File: config.mk
export PLATFORM = sky130hd
export DESIGN_NAME = scumvcontroller_tx_arbiter
export DESIGN_NICKNAME = d
export VERILOG_FILES = /design/src/rtl/scumvcontroller_tx_arbiter.sv
export SDC_FILE = /design/constraint.sdc
export NUM_CORES = 1
export LEC_CHECK = 0
export BUFFER_PORTS_ARGS = -buffer_cell sky130_fd_sc_hd__buf_2
export CORE_UTILIZATION = 51
export DETAILED_ROUTE_END_ITERATION = 8
export PLACE_DENSITY = 0.84
export SLEW_MARGIN = 15
export SYNTH_ARGS = -nofsm -noshare
export SYNTH_HDL_FRONTEND = slang
export SYNTH_SLANG_ARGS = --single-unit
File: constraint.sdc
create_clock -name clk_i -period 2.3 [get_ports clk_i]
set_input_delay 0.46 -clock clk_i [delete_from_list [all_inputs] [get_ports clk_i]]
set_output_delay 0.46 -clock clk_i [all_outputs]
set_load 0.01 [all_outputs]
File: src/rtl/scumvcontroller_tx_arbiter.sv
// scumvcontroller_tx_arbiter: packet-atomic round-robin arbiter feeding one UART TX byte stream.
// Optional macro SCUMV_TX_ARB_HEADER_EN prepends a source tag byte to every packet.
`default_nettype none

module scumvcontroller_tx_arbiter #(
    parameter int unsigned ASC_PKT_LEN    = 1,
    parameter int unsigned STL_PKT_LEN    = 16,
    parameter int unsigned LOG_PKT_LEN    = 4,
    parameter int unsigned TIMEOUT_CYCLES = 1_000_000
) (
    input  logic       clk_i,
    input  logic       reset_i,
    input  logic       asc_valid_i,
    input  logic [7:0] asc_data_i,
    output logic       asc_ready_o,
    input  logic       stl_valid_i,
    input  logic [7:0] stl_data_i,
    output logic       stl_ready_o,
    input  logic       log_valid_i,
    input  logic [7:0] log_data_i,
    output logic       log_ready_o,
    output logic [7:0] tx_data_o,
    output logic       tx_valid_o,
    input  logic       tx_ready_i,
    output logic [1:0] grant_o,
    output logic       busy_o,
    output logic       timeout_pulse_o,
    output logic [7:0] timeout_count_o
);

`ifdef SCUMV_TX_ARB_HEADER_EN
    typedef enum logic [1:0] {ST_IDLE, ST_FWD, ST_RELEASE, ST_HEADER} state_t;
`else
    typedef enum logic [1:0] {ST_IDLE, ST_FWD, ST_RELEASE} state_t;
`endif

    localparam logic [7:0]  ASC_LEN   = ASC_PKT_LEN[7:0];
    localparam logic [7:0]  STL_LEN   = STL_PKT_LEN[7:0];
    localparam logic [7:0]  LOG_LEN   = LOG_PKT_LEN[7:0];
    localparam logic [31:0] WDOG_LAST = 32'(TIMEOUT_CYCLES - 1);

    state_t      state_q, state_d;
    logic [1:0]  grant_q, grant_d;
    logic [1:0]  ptr_q, ptr_d;
    logic [7:0]  len_q, len_d;
    logic [7:0]  cnt_q, cnt_d;
    logic [31:0] wdog_q, wdog_d;
    logic        tpulse_q, tpulse_d;
    logic [7:0]  tcount_q, tcount_d;

    logic [2:0]  req;
    logic        pick_vld;
    logic [1:0]  pick_idx;
    logic [7:0]  pick_len;
    logic        sel_valid;
    logic [7:0]  sel_data;

    assign req = {log_valid_i, stl_valid_i, asc_valid_i};

    // Search order starts just after the last owner and wraps, so the last owner goes last.
    always_comb begin
        pick_vld = |req;
        pick_idx = 2'd0;
        case (ptr_q)
            2'd0: pick_idx = req[1] ? 2'd1 : (req[2] ? 2'd2 : 2'd0);
            2'd1: pick_idx = req[2] ? 2'd2 : (req[0] ? 2'd0 : 2'd1);
            default: pick_idx = req[0] ? 2'd0 : (req[1] ? 2'd1 : 2'd2);
        endcase
        case (pick_idx)
            2'd0:    pick_len = ASC_LEN;
            2'd1:    pick_len = STL_LEN;
            default: pick_len = LOG_LEN;
        endcase
    end

    always_comb begin
        case (grant_q)
            2'd0: begin sel_valid = asc_valid_i; sel_data = asc_data_i; end
            2'd1: begin sel_valid = stl_valid_i; sel_data = stl_data_i; end
            2'd2: begin sel_valid = log_valid_i; sel_data = log_data_i; end
            default: begin sel_valid = 1'b0; sel_data = 8'h00; end
        endcase
    end

    always_comb begin
        state_d     = state_q;
        grant_d     = grant_q;
        ptr_d       = ptr_q;
        len_d       = len_q;
        cnt_d       = cnt_q;
        wdog_d      = wdog_q;
        tpulse_d    = 1'b0;
        tcount_d    = tcount_q;
        tx_valid_o  = 1'b0;
        tx_data_o   = 8'h00;
        asc_ready_o = 1'b0;
        stl_ready_o = 1'b0;
        log_ready_o = 1'b0;

        case (state_q)
            ST_IDLE: begin
                if (pick_vld) begin
                    grant_d = pick_idx;
                    len_d   = pick_len;
                    cnt_d   = 8'd0;
                    wdog_d  = 32'd0;
`ifdef SCUMV_TX_ARB_HEADER_EN
                    state_d = ST_HEADER;
`else
                    state_d = ST_FWD;
`endif
                end
            end
`ifdef SCUMV_TX_ARB_HEADER_EN
            ST_HEADER: begin
                tx_valid_o = 1'b1;
                tx_data_o  = 8'hA1 + {6'd0, grant_q};
                if (tx_ready_i) begin
                    wdog_d  = 32'd0;
                    state_d = ST_FWD;
                end else if (wdog_q == WDOG_LAST) begin
                    state_d  = ST_RELEASE;
                    tpulse_d = 1'b1;
                    tcount_d = (tcount_q == 8'hFF) ? tcount_q : tcount_q + 8'd1;
                end else begin
                    wdog_d = wdog_q + 32'd1;
                end
            end
`endif
            ST_FWD: begin
                tx_valid_o  = sel_valid;
                tx_data_o   = sel_valid ? sel_data : 8'h00;
                asc_ready_o = (grant_q == 2'd0) & tx_ready_i;
                stl_ready_o = (grant_q == 2'd1) & tx_ready_i;
                log_ready_o = (grant_q == 2'd2) & tx_ready_i;
                if (sel_valid && tx_ready_i) begin
                    cnt_d  = cnt_q + 8'd1;
                    wdog_d = 32'd0;
                    if (cnt_q == len_q - 8'd1) begin
                        state_d = ST_RELEASE;
                    end
                end else if (wdog_q == WDOG_LAST) begin
                    state_d  = ST_RELEASE;
                    tpulse_d = 1'b1;
                    tcount_d = (tcount_q == 8'hFF) ? tcount_q : tcount_q + 8'd1;
                end else begin
                    wdog_d = wdog_q + 32'd1;
                end
            end
            ST_RELEASE: begin
                ptr_d   = grant_q;
                grant_d = 2'd3;
                state_d = ST_IDLE;
            end
            default: begin
                grant_d = 2'd3;
                state_d = ST_IDLE;
            end
        endcase
    end

    always_ff @(posedge clk_i) begin
        if (reset_i) begin
            state_q  <= ST_IDLE;
            grant_q  <= 2'd3;
            ptr_q    <= 2'd2;
            len_q    <= 8'd0;
            cnt_q    <= 8'd0;
            wdog_q   <= 32'd0;
            tpulse_q <= 1'b0;
            tcount_q <= 8'd0;
        end else begin
            state_q  <= state_d;
            grant_q  <= grant_d;
            ptr_q    <= ptr_d;
            len_q    <= len_d;
            cnt_q    <= cnt_d;
            wdog_q   <= wdog_d;
            tpulse_q <= tpulse_d;
            tcount_q <= tcount_d;
        end
    end

    assign grant_o         = grant_q;
    assign busy_o          = (state_q != ST_IDLE);
    assign timeout_pulse_o = tpulse_q;
    assign timeout_count_o = tcount_q;

endmodule

`default_nettype wire
==> impl_metrics.tcl <==
set metrics [dict create \
    post_cts_buffers 0 \
    post_drt_wl_per_cell_um 15.0 \
    status "completed" \
    netlist.area_leader.share_pct 34.6 \
    vias_per_cell 6.02 \
    drv_slew 0 \
    coreArea_sq_mm 0.00635 \
    place_area_sq_mm 0.00394 \
    io_pins 54 \
    crit_required_ns 2.54 \
    start_kind "flip-flop" \
    numCtsBuffers 9 \
    cp-end-kind "flip-flop" \
    synthSimpleGateAreaFrac_pct 33.5 \
    hold_viol_final 0 \
    place.gp.congestion 0.942 \
    max_freq_ghz 0.457 \
    h-tree-depth 3 \
    drive_gt1_share_pct 25.2 \
    crit_top_cell "or3_4" \
    synth-adder-area-share_pct 1.87 \
    synth_top_family_by_area "simple AND/OR/NAND/NOR gates" \
    dpl.hpwl_um 6490 \
    synth_most_common_cell "nor2_1" \
    fin_crit_sh_pct 95.1 \
    nNetsFinal 554 \
    avgSynthCellArea_sq_um 7.78 \
    yosys-top-cells-area "dfxtp_1 (35%), nor2_1 (7.6%), a21oi_1 (4.3%)" \
    synth-edff-count 0 \
    ir_worst_vdd_mv 0.458 \
    root_buffer "clkbuf_8" \
    syn_area_sq_mm 0.00335 \
    n_antenna_cell 0 \
    grt_max_degree 25 \
    drt_iter0_markers 382 \
    synth_mux_area_share_pct 4.59 \
    port_buffers 53 \
    grt_pass1_wl_um 15100 \
    tightest_slew_ns 0.675 \
    stdcell_count 601 \
    first_pass_iters 6 \
    die-area_sq_mm 0.00690 \
    synth_commonest_cells "nor2_1 (68), dfxtp_1 (58), nand2_1 (34)" \
    grt_pass1_vias 3268 \
    finalSetupViolCount 0 \
    dp.cells 585 \
    relSlewSlack_pct 54.9 \
    grt_overflow 0 \
    synth_cells 431 \
    skew_ns 0.00761 \
    drt_wl_total_um 8990 \
    cts_hold_buf 0 \
    design_area_sq_mm 0.00417 \
    synth_compound_area_share_pct 15.6 \
    ant_nets 0 \
    ys.flop_type "dfxtp_1" \
    clk_latency_ns 0.35 \
    ys_async_sr_fraction_pct 0 \
    rsz0062_at_grt "false" \
    max_cap_violations 0 \
    critPathMaxFanout 5 \
    cts_sinks 58 \
    rows 29 \
    drc 0 \
    grtUsageTotal_pct 26.8 \
    synth_nets 466 \
    ys_types 61 \
    fin_crit_ns 2.19 \
    clock_path_buffers 2 \
    power_density_mw_per_mm2 544 \
    synth_seq_area_share_pct 34.6 \
    synthXorXnorAreaFrac_pct 5.49 \
    antenna_found_initial 0 \
    cts_tree "done" \
    die_w_um 83.1 \
    crit_arrival_ns 2.43 \
    syn2layout_area_growth_pct 24.5 \
    worst_path_max_delay_cell "or3_4" \
    hold_path_class "in -> reg" \
    ys_seq_elements 58 \
    num-fill-cells 514 \
    p_leak_uw 0.00168 \
    clk_pin_slew_ns 0.07 \
    die_h_um 83.1 \
    num_vias 3621 \
    start_util_pct 52.8 \
    cts_resized 0 \
    yosysTopAreaCell "dfxtp_1" \
    synth.yosys.warnings 0 \
    critPathKind "reg -> reg" \
    crit_chain "ha_1 -> nand3_2 -> or3_4 -> or3_4 -> nor3_4 -> nand4_1 -> mux2_1" \
    slowest_delay_ns 0.39 \
]
## cells in the final DEF (no fill, tap or decap), drive strengths merged, types with 2 or more instances in the layout
cell type  netlist  routed
clkinv           1       4
a211oi           2       2
o21ai           17      17
or4              2       2
dfxtp           58      58
o31ai            2       2
a21o             4       4
and4             3       3
nor3            19      19
nor2            68      68
mux2i           12      12
xor2             6       6
ha               5       5
nor4            15      15
a31oi            6       6
a311oi           3       3
xnor2           15      15
nor3b            2       2
nand2           35      35
or3             11      11
inv             16      16
and3             7       7
buf              6      94
a21oi           29      29
and2             2       2
o41ai            2       2
o211ai           4       4
clkbuf          11      11
o22ai            2       2
nor2b            3       3
nor4b            2       2
mux2             3       3
nand2b           4       4
nand3           25      25
or2              2       2
nand4           14      14
## stage by stage
step / total power [uW] / setup WS [ns] / utilization (%) / hold slack, ns / setup TNS [ns]
global route: 2360 / 0.000273 / 65.7 / 0.427 / 0
CTS: 2270 / 0.0233 / 65.3 / 0.419 / 0
global placement: 1300 / 0.00348 / 62.1 / 0.471 / 0
finish: 2270 / 0.113 / 65.7 / 0.431 / 0
floorplan: 1200 / 0.0271 / - / 0.457 / 0
detailed placement: 1310 / -0.0260 / 62.1 / 0.482 / -0.0486
## cells by family after synthesis
family          after synthesis
simple gates                217
buf+inv                      34
flops                        58
compound gates               81
mux                          15
fa+ha+maj                     5
xor+xnor                     21
## layer usage
metal  GRT usage (%)  share of wire, %
met1            35.3                43
met2            43.0                47
met3            6.66               8.0
met4            8.93               2.6
met5               0                 0
## state kept, by name, indices dropped and copies added (netlist names)
signal / count
len_q: 3
timeout_pulse_o: 1
ptr_q: 2
timeout_count_o: 8
cnt_q: 8
state_q: 2
grant_o: 2
wdog_q: 32
## worst max-delay path: cells and delay by family, from the launching register on
family                   cells  cell delay, ns
AND/OR/NAND/NOR              5            1.20
flip-flops                   1            0.34
adder cells (fa/ha/maj)      1            0.22
multiplexers                 1            0.32
## where the power goes
part / leakage [uW] / internal (uW) / switching, uW / total, uW
logic: 0.00110 / 115 / 155 / 270
clock network: 0.000105 / 553 / 421 / 974
registers: 0.000469 / 1020 / 11.0 / 1030
total: 0.00168 / 1680 / 587 / 2270
## worst paths after layout
kind	from	to	slack (ns)	depth (start not counted)
hold / removal	reset_i	cnt_q[1]	0.43	2
setup / recovery	wdog_q[1]	timeout_count_o[5]	0.11	7
hold reg to reg	cnt_q[1]	cnt_q[1]	0.49	2
setup reg to reg	wdog_q[1]	timeout_count_o[5]	0.11	7
## layout make-up
| cell class | instances | area (sq um) | area share, % |
|---|---|---|---|
| multi-input combinational | 339 | 2070 | 49.6 |
| sequential | 58 | 1160 | 27.8 |
| timing repair buffer | 94 | 577 | 13.8 |
| clock buffer | 11 | 151 | 3.63 |
| tap | 77 | 96.3 | 2.31 |
| inverter | 17 | 63.8 | 1.53 |
| clock inverter | 5 | 52.6 | 1.26 |
Power figures use the tool's default switching activity.
